===== config.mk =====
export PLATFORM = sky130hd
export DESIGN_NAME = hdmi_i2c_init_flat
export DESIGN_NICKNAME = d
export VERILOG_FILES = /design/src/rtl/hdmi_i2c_pkg.sv /design/src/rtl/hdmi_i2c_init_if.sv /design/src/rtl/hdmi_init_rom.sv /design/src/rtl/hdmi_i2c_init.sv /design/src/flat_wrapper.sv
export SDC_FILE = /design/constraint.sdc
export NUM_CORES = 1
export LEC_CHECK = 0
export BUFFER_PORTS_ARGS = -buffer_cell sky130_fd_sc_hd__buf_2
export CAP_MARGIN = 20
export CORE_MARGIN = 4
export CORE_UTILIZATION = 40
export DETAILED_ROUTE_END_ITERATION = 7
export PLACE_DENSITY = 0.57
export SYNTH_ARGS = -nofsm -noshare
export SYNTH_HDL_FRONTEND = slang
export SYNTH_SLANG_ARGS = --single-unit

===== constraint.sdc =====
create_clock -name clk -period 2.4 [get_ports clk]
set_input_delay 0.48 -clock clk [delete_from_list [all_inputs] [get_ports clk]]
set_output_delay 0.48 -clock clk [all_outputs]
set_load 0.01 [all_outputs]

===== src/rtl/hdmi_i2c_pkg.sv =====
// Shared types and init table for the ADV7513 I2C register loader.
// Latency: n/a (types, constants and one elaboration-time helper only).
// Backpressure: n/a.
package hdmi_i2c_pkg;

    typedef enum logic [2:0] {
        IDLE,
        START,
        BIT,
        ACK,
        STOP,
        NEXT,
        HALT
    } state_t;

    // One register write: register address followed by the value.
    typedef struct packed {
        logic [7:0] reg_addr;
        logic [7:0] data;
    } entry_t;

    localparam int INIT_LEN    = 12;
    localparam int IDX_W       = 4;
    localparam int RETRY_TICKS = 1024;

    // Minimal ADV7513 bring-up sequence, written in this order.
    localparam entry_t INIT_TABLE [INIT_LEN] = '{
        '{reg_addr: 8'h41, data: 8'h10},
        '{reg_addr: 8'h98, data: 8'h03},
        '{reg_addr: 8'h9A, data: 8'hE0},
        '{reg_addr: 8'h9C, data: 8'h30},
        '{reg_addr: 8'h9D, data: 8'h61},
        '{reg_addr: 8'hA2, data: 8'hA4},
        '{reg_addr: 8'hA3, data: 8'hA4},
        '{reg_addr: 8'hE0, data: 8'hD0},
        '{reg_addr: 8'hF9, data: 8'h00},
        '{reg_addr: 8'h15, data: 8'h00},
        '{reg_addr: 8'h16, data: 8'h30},
        '{reg_addr: 8'hAF, data: 8'h06}
    };

    // clk cycles per quarter SCL bit; clock is given in units of 100 kHz.
    function automatic int quarter_ticks(input int sysclk_100k, input int i2c_khz);
        return (sysclk_100k * 100) / (4 * i2c_khz);
    endfunction

endpackage


===== src/rtl/hdmi_i2c_init_if.sv =====
// Pad-side and status signals of the HDMI I2C init block.
// Latency: n/a (signal bundle only).
// Backpressure: none; the slave side may stretch SCL through scl_in.
interface hdmi_i2c_init_if;
    logic start;
    logic scl_in;
    logic sda_in;
    logic scl_oe;
    logic sda_oe;
    logic busy;
    logic done;
    logic error;

    // The init controller drives the open-drain enables and status.
    modport master (
        input  start, scl_in, sda_in,
        output scl_oe, sda_oe, busy, done, error
    );

    // Pads, interrupt source and status consumer.
    modport slave (
        output start, scl_in, sda_in,
        input  scl_oe, sda_oe, busy, done, error
    );
endinterface


===== src/rtl/hdmi_init_rom.sv =====
// Maps a table index to its register/value pair.
// Latency: combinational.
// Backpressure: none; out-of-range indices decode to all-zero.
module hdmi_init_rom
    import hdmi_i2c_pkg::*;
(
    input  logic [IDX_W-1:0] idx,
    output entry_t           entry
);

    // Table lookup, guarded so the decode is total for every index value.
    always_comb begin
        entry = '0;
        if (int'(idx) < INIT_LEN) begin
            entry = INIT_TABLE[idx];
        end
    end

endmodule


===== src/rtl/hdmi_i2c_init.sv =====
// Writes the ADV7513 init table over open-drain I2C after reset or on start.
// Latency: one run starts on the first quarter tick after reset/start; all line changes on ticks.
// Backpressure: SCL stretching by the slave freezes the quarter-tick timebase.
// Build option: HDMI_I2C_INIT_RETRY_EN -> after a NACK wait 1024 ticks and rerun from entry 0.
module hdmi_i2c_init
    import hdmi_i2c_pkg::*;
#(
    parameter int         SYSCLK_FREQUENCY = 1000,
    parameter int         I2C_KHZ          = 100,
    parameter logic [7:0] DEV_ADDR         = 8'h72
) (
    input  logic            clk,
    input  logic            reset,
    hdmi_i2c_init_if.master bus
);

    localparam int               Q        = quarter_ticks(SYSCLK_FREQUENCY, I2C_KHZ);
    localparam int               CNT_W    = (Q > 1) ? $clog2(Q) : 1;
    localparam logic [CNT_W-1:0] Q_LAST   = CNT_W'(Q - 1);
    localparam logic [IDX_W-1:0] LAST_IDX = IDX_W'(INIT_LEN - 1);
`ifdef HDMI_I2C_INIT_RETRY_EN
    localparam logic [9:0]       RETRY_LAST = 10'(RETRY_TICKS - 1);
`endif

    state_t           state;
    logic [1:0]       phase;      // quarter within the current bit / condition
    logic [2:0]       bit_cnt;    // bits left in the byte, MSB first
    logic [1:0]       byte_sel;   // 0 = device address, 1 = register, 2 = data
    logic [7:0]       shift;
    logic [IDX_W-1:0] idx;
    logic             nack;
    logic             start_pend; // run request waiting for the next tick
    logic             scl_oe_q;
    logic             sda_oe_q;
    logic             busy_q;
    logic             done_q;
    logic             error_q;
`ifdef HDMI_I2C_INIT_RETRY_EN
    logic [9:0]       retry_cnt;
`endif

    logic [CNT_W-1:0] tick_cnt;
    logic             stretch;
    logic             tick;
    entry_t           entry;

    // A released SCL still read low means the slave is stretching the clock.
    assign stretch = !scl_oe_q && !bus.scl_in;
    assign tick    = !stretch && (tick_cnt == Q_LAST);

    hdmi_init_rom u_rom (
        .idx   (idx),
        .entry (entry)
    );

    // Quarter-bit timebase; holds its count while SCL is being stretched.
    always_ff @(posedge clk or posedge reset) begin
        if (reset) begin
            tick_cnt <= '0;
        end else if (stretch) begin
            tick_cnt <= tick_cnt;
        end else if (tick_cnt == Q_LAST) begin
            tick_cnt <= '0;
        end else begin
            tick_cnt <= tick_cnt + 1'b1;
        end
    end

    // Bus sequencer: one line action per quarter tick, every output registered.
    always_ff @(posedge clk or posedge reset) begin
        if (reset) begin
            state      <= IDLE;
            phase      <= '0;
            bit_cnt    <= '0;
            byte_sel   <= '0;
            shift      <= '0;
            idx        <= '0;
            nack       <= 1'b0;
            start_pend <= 1'b1;   // first run launches on its own after reset
            scl_oe_q   <= 1'b0;
            sda_oe_q   <= 1'b0;
            busy_q     <= 1'b0;
            done_q     <= 1'b0;
            error_q    <= 1'b0;
`ifdef HDMI_I2C_INIT_RETRY_EN
            retry_cnt  <= '0;
`endif
        end else begin
            // Requests arriving mid-run are dropped, not queued.
            if (bus.start && !busy_q) begin
                start_pend <= 1'b1;
            end

            if (tick) begin
                case (state)
                    IDLE, HALT: begin
                        if (start_pend) begin
                            state      <= START;
                            phase      <= '0;
                            idx        <= '0;
                            nack       <= 1'b0;
                            start_pend <= 1'b0;
                            busy_q     <= 1'b1;
                            done_q     <= 1'b0;
                            error_q    <= 1'b0;
                        end
`ifdef HDMI_I2C_INIT_RETRY_EN
                        else if (state == HALT) begin
                            // Automatic rerun keeps error set until a clean pass.
                            if (retry_cnt == RETRY_LAST) begin
                                state  <= START;
                                phase  <= '0;
                                idx    <= '0;
                                nack   <= 1'b0;
                                busy_q <= 1'b1;
                                done_q <= 1'b0;
                            end else begin
                                retry_cnt <= retry_cnt + 1'b1;
                            end
                        end
`endif
                    end

                    START: begin
                        // Both lines are released on entry: drop SDA, then SCL.
                        if (phase == 2'd0) begin
                            sda_oe_q <= 1'b1;
                            phase    <= 2'd1;
                        end else begin
                            scl_oe_q <= 1'b1;
                            state    <= BIT;
                            phase    <= 2'd0;
                            bit_cnt  <= 3'd7;
                            byte_sel <= 2'd0;
                            shift    <= DEV_ADDR;
                        end
                    end

                    BIT: begin
                        phase <= phase + 2'd1;
                        case (phase)
                            2'd0:    sda_oe_q <= ~shift[7];
                            2'd1:    scl_oe_q <= 1'b0;
                            2'd2:    ;
                            default: begin
                                scl_oe_q <= 1'b1;
                                shift    <= {shift[6:0], 1'b0};
                                if (bit_cnt == 3'd0) begin
                                    state <= ACK;
                                end else begin
                                    bit_cnt <= bit_cnt - 3'd1;
                                end
                            end
                        endcase
                    end

                    ACK: begin
                        phase <= phase + 2'd1;
                        case (phase)
                            2'd0:    sda_oe_q <= 1'b0;
                            2'd1:    scl_oe_q <= 1'b0;
                            2'd2:    nack     <= bus.sda_in;
                            default: begin
                                scl_oe_q <= 1'b1;
                                if (nack || byte_sel == 2'd2) begin
                                    state <= STOP;
                                end else begin
                                    state    <= BIT;
                                    bit_cnt  <= 3'd7;
                                    byte_sel <= byte_sel + 2'd1;
                                    shift    <= (byte_sel == 2'd0) ? entry.reg_addr : entry.data;
                                end
                            end
                        endcase
                    end

                    STOP: begin
                        // SCL is low on entry: pull SDA, release SCL, then release SDA.
                        phase <= phase + 2'd1;
                        case (phase)
                            2'd0:    sda_oe_q <= 1'b1;
                            2'd1:    scl_oe_q <= 1'b0;
                            2'd2:    sda_oe_q <= 1'b0;
                            default: state    <= NEXT;
                        endcase
                    end

                    NEXT: begin
                        if (nack) begin
                            state   <= HALT;
                            busy_q  <= 1'b0;
                            error_q <= 1'b1;
`ifdef HDMI_I2C_INIT_RETRY_EN
                            retry_cnt <= '0;
`endif
                        end else if (idx == LAST_IDX) begin
                            state   <= IDLE;
                            busy_q  <= 1'b0;
                            done_q  <= 1'b1;
                            error_q <= 1'b0;
                        end else begin
                            idx   <= idx + 1'b1;
                            state <= START;
                            phase <= 2'd0;
                        end
                    end

                    default: begin
                        state    <= IDLE;
                        scl_oe_q <= 1'b0;
                        sda_oe_q <= 1'b0;
                        busy_q   <= 1'b0;
                    end
                endcase
            end
        end
    end

    assign bus.scl_oe = scl_oe_q;
    assign bus.sda_oe = sda_oe_q;
    assign bus.busy   = busy_q;
    assign bus.done   = done_q;
    assign bus.error  = error_q;

endmodule


===== src/flat_wrapper.sv =====
// flat-port wrapper written by rule: the top's interface ports become plain ports
module hdmi_i2c_init_flat import hdmi_i2c_pkg::*;
#(
    parameter int         SYSCLK_FREQUENCY = 1000,
    parameter int         I2C_KHZ          = 100,
    parameter logic [7:0] DEV_ADDR         = 8'h72
)
  (clk, reset, bus_start, bus_scl_in, bus_sda_in, bus_scl_oe, bus_sda_oe, bus_busy, bus_done, bus_error);
  hdmi_i2c_init_if bus_i ();
  input  logic clk;
  input  logic reset;
  input wire logic [$bits(bus_i.start)-1:0] bus_start;
  input wire logic [$bits(bus_i.scl_in)-1:0] bus_scl_in;
  input wire logic [$bits(bus_i.sda_in)-1:0] bus_sda_in;
  output wire logic [$bits(bus_i.scl_oe)-1:0] bus_scl_oe;
  output wire logic [$bits(bus_i.sda_oe)-1:0] bus_sda_oe;
  output wire logic [$bits(bus_i.busy)-1:0] bus_busy;
  output wire logic [$bits(bus_i.done)-1:0] bus_done;
  output wire logic [$bits(bus_i.error)-1:0] bus_error;
  assign bus_i.start = bus_start;
  assign bus_i.scl_in = bus_scl_in;
  assign bus_i.sda_in = bus_sda_in;
  assign bus_scl_oe = bus_i.scl_oe;
  assign bus_sda_oe = bus_i.sda_oe;
  assign bus_busy = bus_i.busy;
  assign bus_done = bus_i.done;
  assign bus_error = bus_i.error;
  hdmi_i2c_init #(.SYSCLK_FREQUENCY(SYSCLK_FREQUENCY), .I2C_KHZ(I2C_KHZ), .DEV_ADDR(DEV_ADDR)) u_core (.clk(clk), .reset(reset), .bus(bus_i));
endmodule

==> out/results.md <==
| Metric | Reported | Unit |
| --- | --- | --- |
| Count of input and output buffers | 9 | - |
| FP Rows | 30 | - |
| Commonest non-fill, non-tap cells in the layout | dfrtp_1, o21ai_0, nor2_1 | - |
| RSZ-0062 raised after global routing | no | - |
| Kind of critical path | register to register | - |
| Vertical die dimension | 91.71 | µm |
| Cell at the root of the clock tree | clkbuf_8 | - |
| Remaining design rule violation count | 0 | - |
| Remaining number of nets flagged by the antenna check after routing | 0 | - |
| Async set-or-reset flop fraction in the synthesized netlist | 100.0 | % |
| Bufs on Longest Clock Path | 2 | - |
| Share of the clock period used by the worst path | 82.28 | % |
| Final hold violation count | 0 | - |
| First-pass GRT wire length | 11.96 | mm |
| Syn Inst Count | 315 | - |
| Arrival @ worst endpoint | 2.15 | ns |
| First drt pass iteration count | 5 | - |
| Area Overhead vs Synth | 8.794 | % |
| Total Power Consumption | 1.259 | mW |
| Number of cells in the design after placement | 414 | - |
| Layout Nets | 347 | - |
| Power density cells | 413.1 | nW/µm² |
| Final wirelength | 6.890 | mm |
| Setup-failing EPs final | 0 | - |
| Clk pin slew, worst setup/hold paths | 0.08 | ns |
| Final setup TNS | 0 | ns |
| Data required, critical path | 2.57 | ns |
| Routed wirelength normalized by instance count | 16.33 | µm |
| Number of max-slew violations in the final report | 0 | - |
| Number of hold buffers added after cts | 0 | - |
| Highest ir drop seen on vdd | 0.0003063 | V |
| Number of diodes added for antenna fixing | 0 | - |
| Vias in the first global route | 2363 | - |
| Max_slew headroom | 54.97 | % |
| Die area | 8410 | µm² |
| Yosys warnings | 0 | - |
| Class of the tightest hold or removal check | input pin to async pin | - |
| Final Non-Filler Cells | 422 | - |
| Top flip-flop cell by instance count after synthesis | dfrtp_1 | - |
| Layout cells sized above 1 | 14.72 | % |
| DPL Wire Length | 5.050 | mm |
| Clock Latency Late Sink | 0.29 | ns |
| Post-Synthesis Mean Instance Area | 8.897 | µm² |
| Worst-path fanout max | 6 | - |
| Core Footprint | 6794 | µm² |
| Most common library cell in the layout ignoring fill and taps | dfrtp_1 | - |
| Die Span X | 91.71 | µm |
| Global route total overflow | 0 | - |
| Setup skew after layout | 0.007574 | ns |
| Worst-Margin Slew | 0.6755 | ns |
| Gpl congestion | 0.9170 | - |
| Worst Reg2Reg Path Length in Cells | 5 | - |
| Number of vias in the routed layout | 2465 | - |
| Crit path capture type | register | - |
| Outcome | completed | - |
| Total global routing track utilization | 17.56 | % |
| Number of unique standard cell types used by synthesis | 68 | - |
| Netlist Area Pre-Place | 2803 | µm² |
| Number of synthesized flops with an enable pin | 0 | - |
| Starting Density | 41.25 | % |
| Drt initial violations | 126 | - |
| Count of cells resized by post-cts repair | 0 | - |
| Sinks on Clock Net | 37 | - |
| Synth Register Bits | 37 | - |
| Static power due to leakage | 1.305 | nW |
| Fmax | 506.4 | MHz |
| Post-CTS Setup Repair Bufs | 0 | - |
| Fill cell instance count of the final layout | 673 | - |
| Number of antenna violations at the first check in global routing | 0 | - |
| Number of I/O pins | 10 | - |
| Seq/Total Area, Yosys | 33.08 | % |
| CTS tree | built | - |
| Minimum clock period after layout | 1.975 | ns |
| H-tree lvl count | 2 | - |
| Startpoint kind of the worst setup timing path | register | - |
| Net count of the mapped netlist | 337 | - |
| TritonCTS buffer count | 5 | - |
| Via density | 5.841 | - |
| Final Hold Slack | 0.3026 | ns |
| Pin count of the biggest net entering global routing | 38 | - |
| Number of max-capacitance violations reported | 0 | - |
==> worst max-delay path, stage by stage, from the launching register on <==
cell	delay, ns
dfrtp_1	0.40
ha_1	0.32
or3b_1	0.39
a211oi_2	0.32
nand2_2	0.12
mux2_4	0.31
==> report_power, final <==
group / switching [mW] / internal [mW]
Combinational: 0.0583 / 0.0495
Sequential: 0.0580 / 0.667
Clock: 0.225 / 0.201
Total: 0.341 / 0.918
==> flip-flops by register name, summed over array words and instances, names as in the netlist <==
signal             cells
u_core.shift           8
u_core.tick_cnt        8
u_core.idx             4
u_core.bit_cnt         3
u_core.state           3
u_core.byte_sel        2
u_core.phase           2
u_core.bus.busy        1
u_core.bus.done        1
u_core.bus.error       1
u_core.bus.scl_oe      1
u_core.bus.sda_oe      1
u_core.nack            1
u_core.start_pend      1
==> cells in the mapped netlist, drive strengths merged (4+ instances only) <==
master  number  area (µm²)
dfrtp       36       900.9
o21ai       24       120.1
nor2        19       71.32
nand2       18       70.07
ha          17       212.7
inv         17       63.81
a21oi       13       65.06
nand2b      12       75.07
a31oi       11       68.82
buf         11       68.81
nand3       11       55.05
nor2b       10       62.56
clkbuf       8       30.03
mux2i        7       70.07
nand4        7       43.79
nor3         5       30.03
xor2         5       43.79
a211oi       4       35.03
a22oi        4       30.03
and3         4       25.02
or3          4       25.02
==> area by class of cell <==
type	count	area [µm²]	share of cell area [%]
repair buffers	22	142.6	4.678
clock inverters	2	10.01	0.3283
well taps	96	120.1	3.939
flip-flops and latches	37	927.1	30.41
inverters	17	63.81	2.093
multi-input cells	242	1713	56.18
clock buffers	6	72.57	2.380
==> metal layers <==
layer | global-route usage, % | vias to the layer above | wire length [µm]
met4 | 5.074 | 0 | 102
met3 | 3.117 | 8 | 346
met1 | 25.01 | 1184 | 3224
li1 | - | 1198 | -
met2 | 27.27 | 75 | 3217
met5 | 0 | - | 0
==> path summary, 6_finish.rpt <==
check	to	startpoint	slack (ns)
max	u_core.byte_sel[0]	u_core.phase[1]	0.43
min	u_core.bus.done	reset	0.30
max reg2reg	u_core.byte_sel[0]	u_core.phase[1]	0.43
min reg2reg	u_core.bus.error	u_core.bus.error	0.50
max in group asynchronous	u_core.start_pend	reset	1.74
min in group clk	u_core.nack	bus_sda_in	0.48
==> through the flow <==
| step | area [µm²] | utilization (%) | worst slack, ns |
|---|---|---|---|
| after global placement | 2967 | 43.66 | 0.4876 |
| after floorplan | 2803 | - | 0.6300 |
| after detailed placement | 2967 | 43.66 | 0.4598 |
| after global routing | 3049 | 44.88 | 0.2981 |
| final | 3049 | 44.88 | 0.4253 |
| after CTS | 3049 | 44.88 | 0.4394 |
==> cells by family (layout without fill, tap and decap cells) <==
family	count (synthesis)	in the layout	share of synthesized area [%]
xor gates and xnor gates	5	5	1.562
and+or+nand+nor	109	109	21.61
DFF	37	37	33.08
muxes	11	11	4.643
buffers and inverters	36	47	5.803
adders and majority gates	17	17	7.589
AOI/OAI and AO/OA	100	100	25.72
Power figures use the tool's default switching activity.
